`src/rtl/mux_scan_sequencer.sv`:
```
// Walks a 16:1 mux through channels 0..15 and assembles the returned bits into data_out.
// Optional continuous rescan is enabled by defining SCAN_CONT_EN, which adds input cont.
module mux_scan_sequencer #(
    parameter int SETTLE = 0
) (
    input  logic        clk,
    input  logic        rst_n,
    input  logic        start,
    input  logic        abort,
    input  logic        f_in,
`ifdef SCAN_CONT_EN
    input  logic        cont,
`endif
    output logic [3:0]  sel,
    output logic        busy,
    output logic        done,
    output logic [15:0] data_out
);

    typedef enum logic [1:0] {IDLE, WAIT, SAMP, DONE} state_t;

    // With no settle time the sequencer skips WAIT and samples every cycle.
    localparam state_t         SCAN_ENTRY = (SETTLE > 0) ? WAIT : SAMP;
    localparam logic [7:0]     SETTLE_LAST = 8'(SETTLE - 1);

    state_t      state, state_n;
    logic [3:0]  sel_n;
    logic [7:0]  cnt, cnt_n;
    logic [15:0] shadow, shadow_n;
    logic [15:0] data_n;

    always_ff @(posedge clk or negedge rst_n) begin
        if (!rst_n) begin
            state    <= IDLE;
            sel      <= 4'd0;
            cnt      <= 8'd0;
            shadow   <= 16'h0000;
            data_out <= 16'h0000;
        end else begin
            state    <= state_n;
            sel      <= sel_n;
            cnt      <= cnt_n;
            shadow   <= shadow_n;
            data_out <= data_n;
        end
    end

    always_comb begin
        state_n  = state;
        sel_n    = sel;
        cnt_n    = cnt;
        shadow_n = shadow;
        data_n   = data_out;
        case (state)
            IDLE: begin
                sel_n = 4'd0;
                if (start && !abort) begin
                    state_n  = SCAN_ENTRY;
                    cnt_n    = 8'd0;
                    shadow_n = 16'h0000;
                end
            end
            WAIT: begin
                if (cnt == SETTLE_LAST) begin
                    state_n = SAMP;
                end else begin
                    cnt_n = cnt + 8'd1;
                end
            end
            SAMP: begin
                shadow_n[sel] = f_in;
                if (sel == 4'd15) begin
                    data_n  = shadow_n;
                    state_n = DONE;
                end else begin
                    sel_n   = sel + 4'd1;
                    cnt_n   = 8'd0;
                    state_n = SCAN_ENTRY;
                end
            end
            DONE: begin
                sel_n   = 4'd0;
                state_n = IDLE;
`ifdef SCAN_CONT_EN
                if (cont) begin
                    state_n  = SCAN_ENTRY;
                    cnt_n    = 8'd0;
                    shadow_n = 16'h0000;
                end
`endif
            end
            default: state_n = IDLE;
        endcase
        // Abort overrides everything outside IDLE; a partial word never reaches data_out.
        if (abort && state != IDLE) begin
            state_n  = IDLE;
            sel_n    = 4'd0;
            cnt_n    = 8'd0;
            shadow_n = 16'h0000;
            data_n   = data_out;
        end
    end

    assign busy = (state == WAIT) || (state == SAMP);
    assign done = (state == DONE);

endmodule
```
`config.mk`:
```
export PLATFORM = sky130hd
export DESIGN_NAME = mux_scan_sequencer
export DESIGN_NICKNAME = d
export VERILOG_FILES = /design/src/rtl/mux_scan_sequencer.sv
export SDC_FILE = /design/constraint.sdc
export NUM_CORES = 1
export LEC_CHECK = 0
export CAP_MARGIN = 0
export CELL_PAD_IN_SITES_DETAIL_PLACEMENT = 1
export CELL_PAD_IN_SITES_GLOBAL_PLACEMENT = 1
export CORE_MARGIN = 8
export CORE_UTILIZATION = 48
export CTS_BUF_LIST = sky130_fd_sc_hd__clkbuf_16
export CTS_CLUSTER_SIZE = 30
export DETAILED_ROUTE_END_ITERATION = 7
export DONT_BUFFER_PORTS = 1
export GPL_ROUTABILITY_DRIVEN = 0
export GPL_TIMING_DRIVEN = 0
export HOLD_SLACK_MARGIN = 0.12
export PLACE_DENSITY = 0.78
export SLEW_MARGIN = 0
export SYNTH_ARGS = -nofsm -noshare
export SYNTH_HDL_FRONTEND = slang
export SYNTH_SLANG_ARGS = --single-unit
```
`constraint.sdc`:
```
create_clock -name clk -period 2.3 [get_ports clk]
set_input_delay 0.345 -clock clk [delete_from_list [all_inputs] [get_ports clk]]
set_output_delay 0.345 -clock clk [all_outputs]
set_load 0.1 [all_outputs]
```
* Word level (Yosys, flattened, before mapping) *
Cells that the tools add are included.

cells by class
  multiplexer cells = 19
  magnitude comparators = 2
  div/mod/pow operators = 0
  shift-type cells = 0
  $add $sub $neg = 2
  multiply operators = 0
  reductions and logical operators = 16
  bitwise operators = 1
  equality and inequality tests = 9

operators by type and width
  operator                                                           count
  two-way mux 16 bit                                                 2
  two-way mux 8 bit                                                  4
  case mux 16 bit (2 select lines)                                   1
  case mux 8 bit (3 select lines)                                    1
  bitwise mux 16 bit                                                 1
  != test 3 bit, second input constant                               4
  adder 8 x 1 -> 8 bit, second input constant                        1
  equality test 8 bit, second input constant                         1
  two-way mux 4 bit                                                  2
  case mux 2 bit (4 select lines)                                    1
  case mux 4 bit (2 select lines)                                    1
  two-way mux 2 bit                                                  3
  AND reduction 2 bit                                                3
  nonzero test 3 bit                                                 2
  less-than comparator 4 x 5 -> 1 bit, second input constant         1
  adder 4 x 1 -> 4 bit, second input constant                        1
  demux 1 bit (select 4 bit)                                         1
  equality test 2 bit, second input constant                         2
  equality test 4 bit, second input constant                         1
  greater-or-equal comparator 4 x 1 -> 1 bit, second input constant  1
  AND reduction 4 bit                                                1
  nonzero test 4 bit                                                 1
  logical AND 1 bit                                                  3
  AND reduction 3 bit                                                1
  8 further kinds                                                    9

word-level totals
  logic and storage cells = 54
  bits in latches = 0
  memories = 0
  input port bits = 5
  flip-flop bits (word level) = 46
  bits in writable memories = 0
  bits in read-only memories = 0
  output and inout port bits = 22

* Logic depth before layout (Yosys ltp) *
  depth after elaboration = 7
  depth in mapped cells = 9

* Worst setup path before layout *
Ideal clock, no wire load.

  kind = register to register
  start = register sel[1]
  end = register sel[0]
  clock period less this slack = 2,255 ps
  path buffers = 1
  path slack = 45 ps
  arrival = 2,130 ps
  cell stages (with the launch flop) = 7
  data required time = 2,175 ps
  cells stage by stage = dfrtp_1 > ha_1 > clkbuf_1 > nand2_1 > nor2_1 > nor3b_1 > mux2_2

on the way
  cells in the longest elaborated chain, start to end = 3

ends and longest elaborated chain
  item                           line  text
  start, declared                14    output logic [3:0] sel,
  start signal, assigned         41    sel <= sel_n;
  equality test 4 bit            72    if (sel == 4'd15) begin
  != test 3 bit (no line)        --
  AND reduction 2 bit (no line)  --

Every way passes these cells.
A chain may end at the register's enable or synchronous reset.

* Worst setup path after layout *
  start = register state[0]
  end = register cnt[3]

on the way
  cells in the longest elaborated chain, start to end = 4
  elaborated cells on any way between the ends = 12
  those cells by class = 5 x eq/ne; 2 x mux; 5 x reduce/logical

ends and longest elaborated chain
  item                                                           line  text
  start, declared                                                26    state_t state, state_n;
  start signal, assigned                                         40    state <= state_n;
  nonzero test 2 bit                                             95    if (abort && state != IDLE) begin
  logical AND 1 bit                                              95
  != test 3 bit (no line) or nonzero test 4 bit (tied branches)  --
  AND reduction 4 bit (no line)                                  --
  end signal, assigned                                           42    cnt <= cnt_n;
  end, declared                                                  28    logic [7:0] cnt, cnt_n;

Parallel ways exist; a longest one is shown, timed or not.

==> results_dict.tcl <==
set metrics [dict create \
    status "complete, no violations" \
    area_growth_pct 11.20 \
    fp-row-count 25 \
    cts_buffers 5 \
    die_area_um2 7521 \
    place_ws_ns -0.2645 \
    fin_crit_sh 0.9445 \
    syn_inst 261 \
    grt_pass1_wl_um 10310 \
    route.detailed.drc 0 \
    ant_nets 0 \
    holdPathStages 2 \
    crit_type "flop to flop" \
    overflow 0 \
    avgSynthCellArea_um2 9.199 \
    cp_max_fo 9 \
    clk_latency_ns 0.29 \
    start_util 0.5017 \
    worst_slew_pin_slew_ns 1.001 \
    synth.area.top_cells "dfrtp_1 47%, o21ai_0 9.6%, nand2_1 6.7%" \
    dieHeight_um 86.73 \
    hpwl_um 4290 \
    wl_per_cell_um 18.31 \
    skew_ns 0.007127 \
    r2r_cells 8 \
    clkSinkCount 45 \
    stdcell_count 337 \
    dr.first_iter.drc_count 98 \
    p_leak_nw 1.224 \
    nets 283 \
    viasPerCell 5.795 \
    setup_slack_ns 0.1278 \
    synth.top_cell.area_share 0.4690 \
    dp_cells 328 \
    io-pin-count 27 \
    ys_ff_latch 45 \
    htree_num_levels 2 \
    rsz0062_at_grt "false" \
    max-clock-path-buffers 2 \
    p_per_area_nw_per_um2 694.3 \
    synth-edff-count 0 \
    synth.distinct_cells 41 \
    grt.total_usage 0.1736 \
    synth_area_um2 2401 \
    yosysSeqAreaShare 0.4690 \
    antenna_found_initial 0 \
    layout_min_cycle_time_ns 2.172 \
    worstPathCellList "inv_1, ha_2, nand2b_1, buf_6, nand4_4, o311ai_4, or4_1, o21ai_1" \
    drt-total-wl_um 6171 \
    cts.clk_slew.worst_paths_ns 0.06 \
    cts_setup_buffers 0 \
    drv_cap 0 \
    cts-root-buf "clkbuf_16" \
    hold_class "input port to flop" \
    utilization 0.5579 \
    grt_max_degree 46 \
    synth_nets 275 \
    critPathRequiredTime_ns 2.51 \
    async_flop_share 1.000 \
    first_pass_iters 4 \
    port_buffers 0 \
    critPathCaptureType "flop" \
    coreArea_um2 4786 \
    max_stage_delay_ns 0.52 \
    layout_commonest_cell "o21ai_0" \
    drive_gt1_frac 0.09630 \
    crit_cells 8 \
    grt_pass1_vias 2018 \
    finalPower_mw 1.854 \
    hold_violations 0 \
    final_cell_mix "46 x o21ai_0, 43 x nand2_1, 41 x dfrtp_1, 20 x a21oi_1, 15 x mux2i_1" \
    crit_buf_inv 2 \
    fmax_mhz 460.4 \
    fp.dieW_um 86.73 \
    drv_slew 0 \
    yosys_warnings 0 \
    setup_viol 0 \
    cp.arrival_ns 2.38 \
    cp-start-kind "flop" \
    antenna_cells 0 \
    vdd_drop_max_mv 0.5592 \
    yosys.area.top_type "dfrtp_1" \
    cpLargestDelayFamily "simple AND/OR/NAND/NOR gates" \
    maxSlewHeadroom 0.3324 \
    cp_slowest_cell "or4_1" \
    cts_tree "built" \
    synth_ff_type "dfrtp_1" \
    vias 1953 \
]
==> layer usage <==
layer  vias up  wire (µm)  track usage
met5         -          0            0
met4         0         68      0.04695
met3         8        252      0.04253
met2        33       2869       0.2736
met1       977       2981       0.2298
li1        935          -            -
==> area by class of cell <==
type,count,area [µm²]
Clock buffer,5,125.1
Buffer,16,80.08
Fill cell,565,2116
Tap cell,67,83.83
Multi-Input combinational cell,192,1167
Sequential cell,45,1136
Clock inverter,3,13.76
Inverter,7,26.28
Timing Repair Buffer,2,37.54
==> where the power goes <==
part	internal [mW]	switching, mW	leakage [nW]
logic	0.0936	0.200	0.532
clock network	0.395	0.295	0.0748
registers	0.810	0.0604	0.618
total	1.30	0.556	1.22
==> cell families (layout without fill, tap and decap cells) <==
family,count (synthesis),after routing,synth area share
compound gates,95,95,0.2256
simple gates,72,72,0.1454
flops,45,45,0.4690
buf+inv,24,33,0.04585
mux,16,16,0.06722
fa+ha+maj,9,9,0.04690
==> flip-flops by register name (all words and copies together) (netlist names) <==
signal    cells
state         2
data_out     16
cnt           8
sel           4
shadow       15
==> synth_stat cells (2+ instances only) <==
| library cell | count |
|---|---|
| o21ai_1 | 13 |
| mux2i_1 | 15 |
| nand2b_1 | 2 |
| o31ai_1 | 2 |
| nand4_1 | 3 |
| o21ai_0 | 46 |
| clkbuf_2 | 3 |
| buf_6 | 2 |
| clkbuf_1 | 11 |
| dfrtp_1 | 45 |
| a21oi_1 | 20 |
| ha_1 | 9 |
| nor2b_1 | 2 |
| inv_1 | 7 |
| a22o_1 | 2 |
| nor3_1 | 2 |
| a31oi_1 | 2 |
| nand2_1 | 43 |
| nand3_1 | 3 |
| a21o_1 | 2 |
| nor2_1 | 7 |
==> per-stage QoR <==
step	setup TNS (ns)	hold WS [ns]	instance area, µm²
final	0	0.3524	2670
after global routing	0	0.3491	2670
after CTS	0	0.3490	2669
after detailed placement	-2.899	0.05055	2485
after global placement	-1.137	0.05070	2485
after floorplan	0	0.04941	2401
==> final timing paths <==
path	slack [ns]	start	to
max	0.13	state[0]	cnt[3]
min	0.35	abort	state[1]
max reg2reg	0.13	state[0]	cnt[3]
min reg2reg	0.51	shadow[9]	shadow[9]
max in group asynchronous	1.49	rst_n	sel[0]
min in group asynchronous	0.58	rst_n	shadow[1]
==> timing repair <==
item,in CTS,in global routing
gates resized for setup,5,2
endpoints found under the setup margin,28,4
endpoints found under the hold margin,45,0
pin swaps,0,0
hold buffers,2,0
Note: power is estimated with default switching activity, not from simulation.
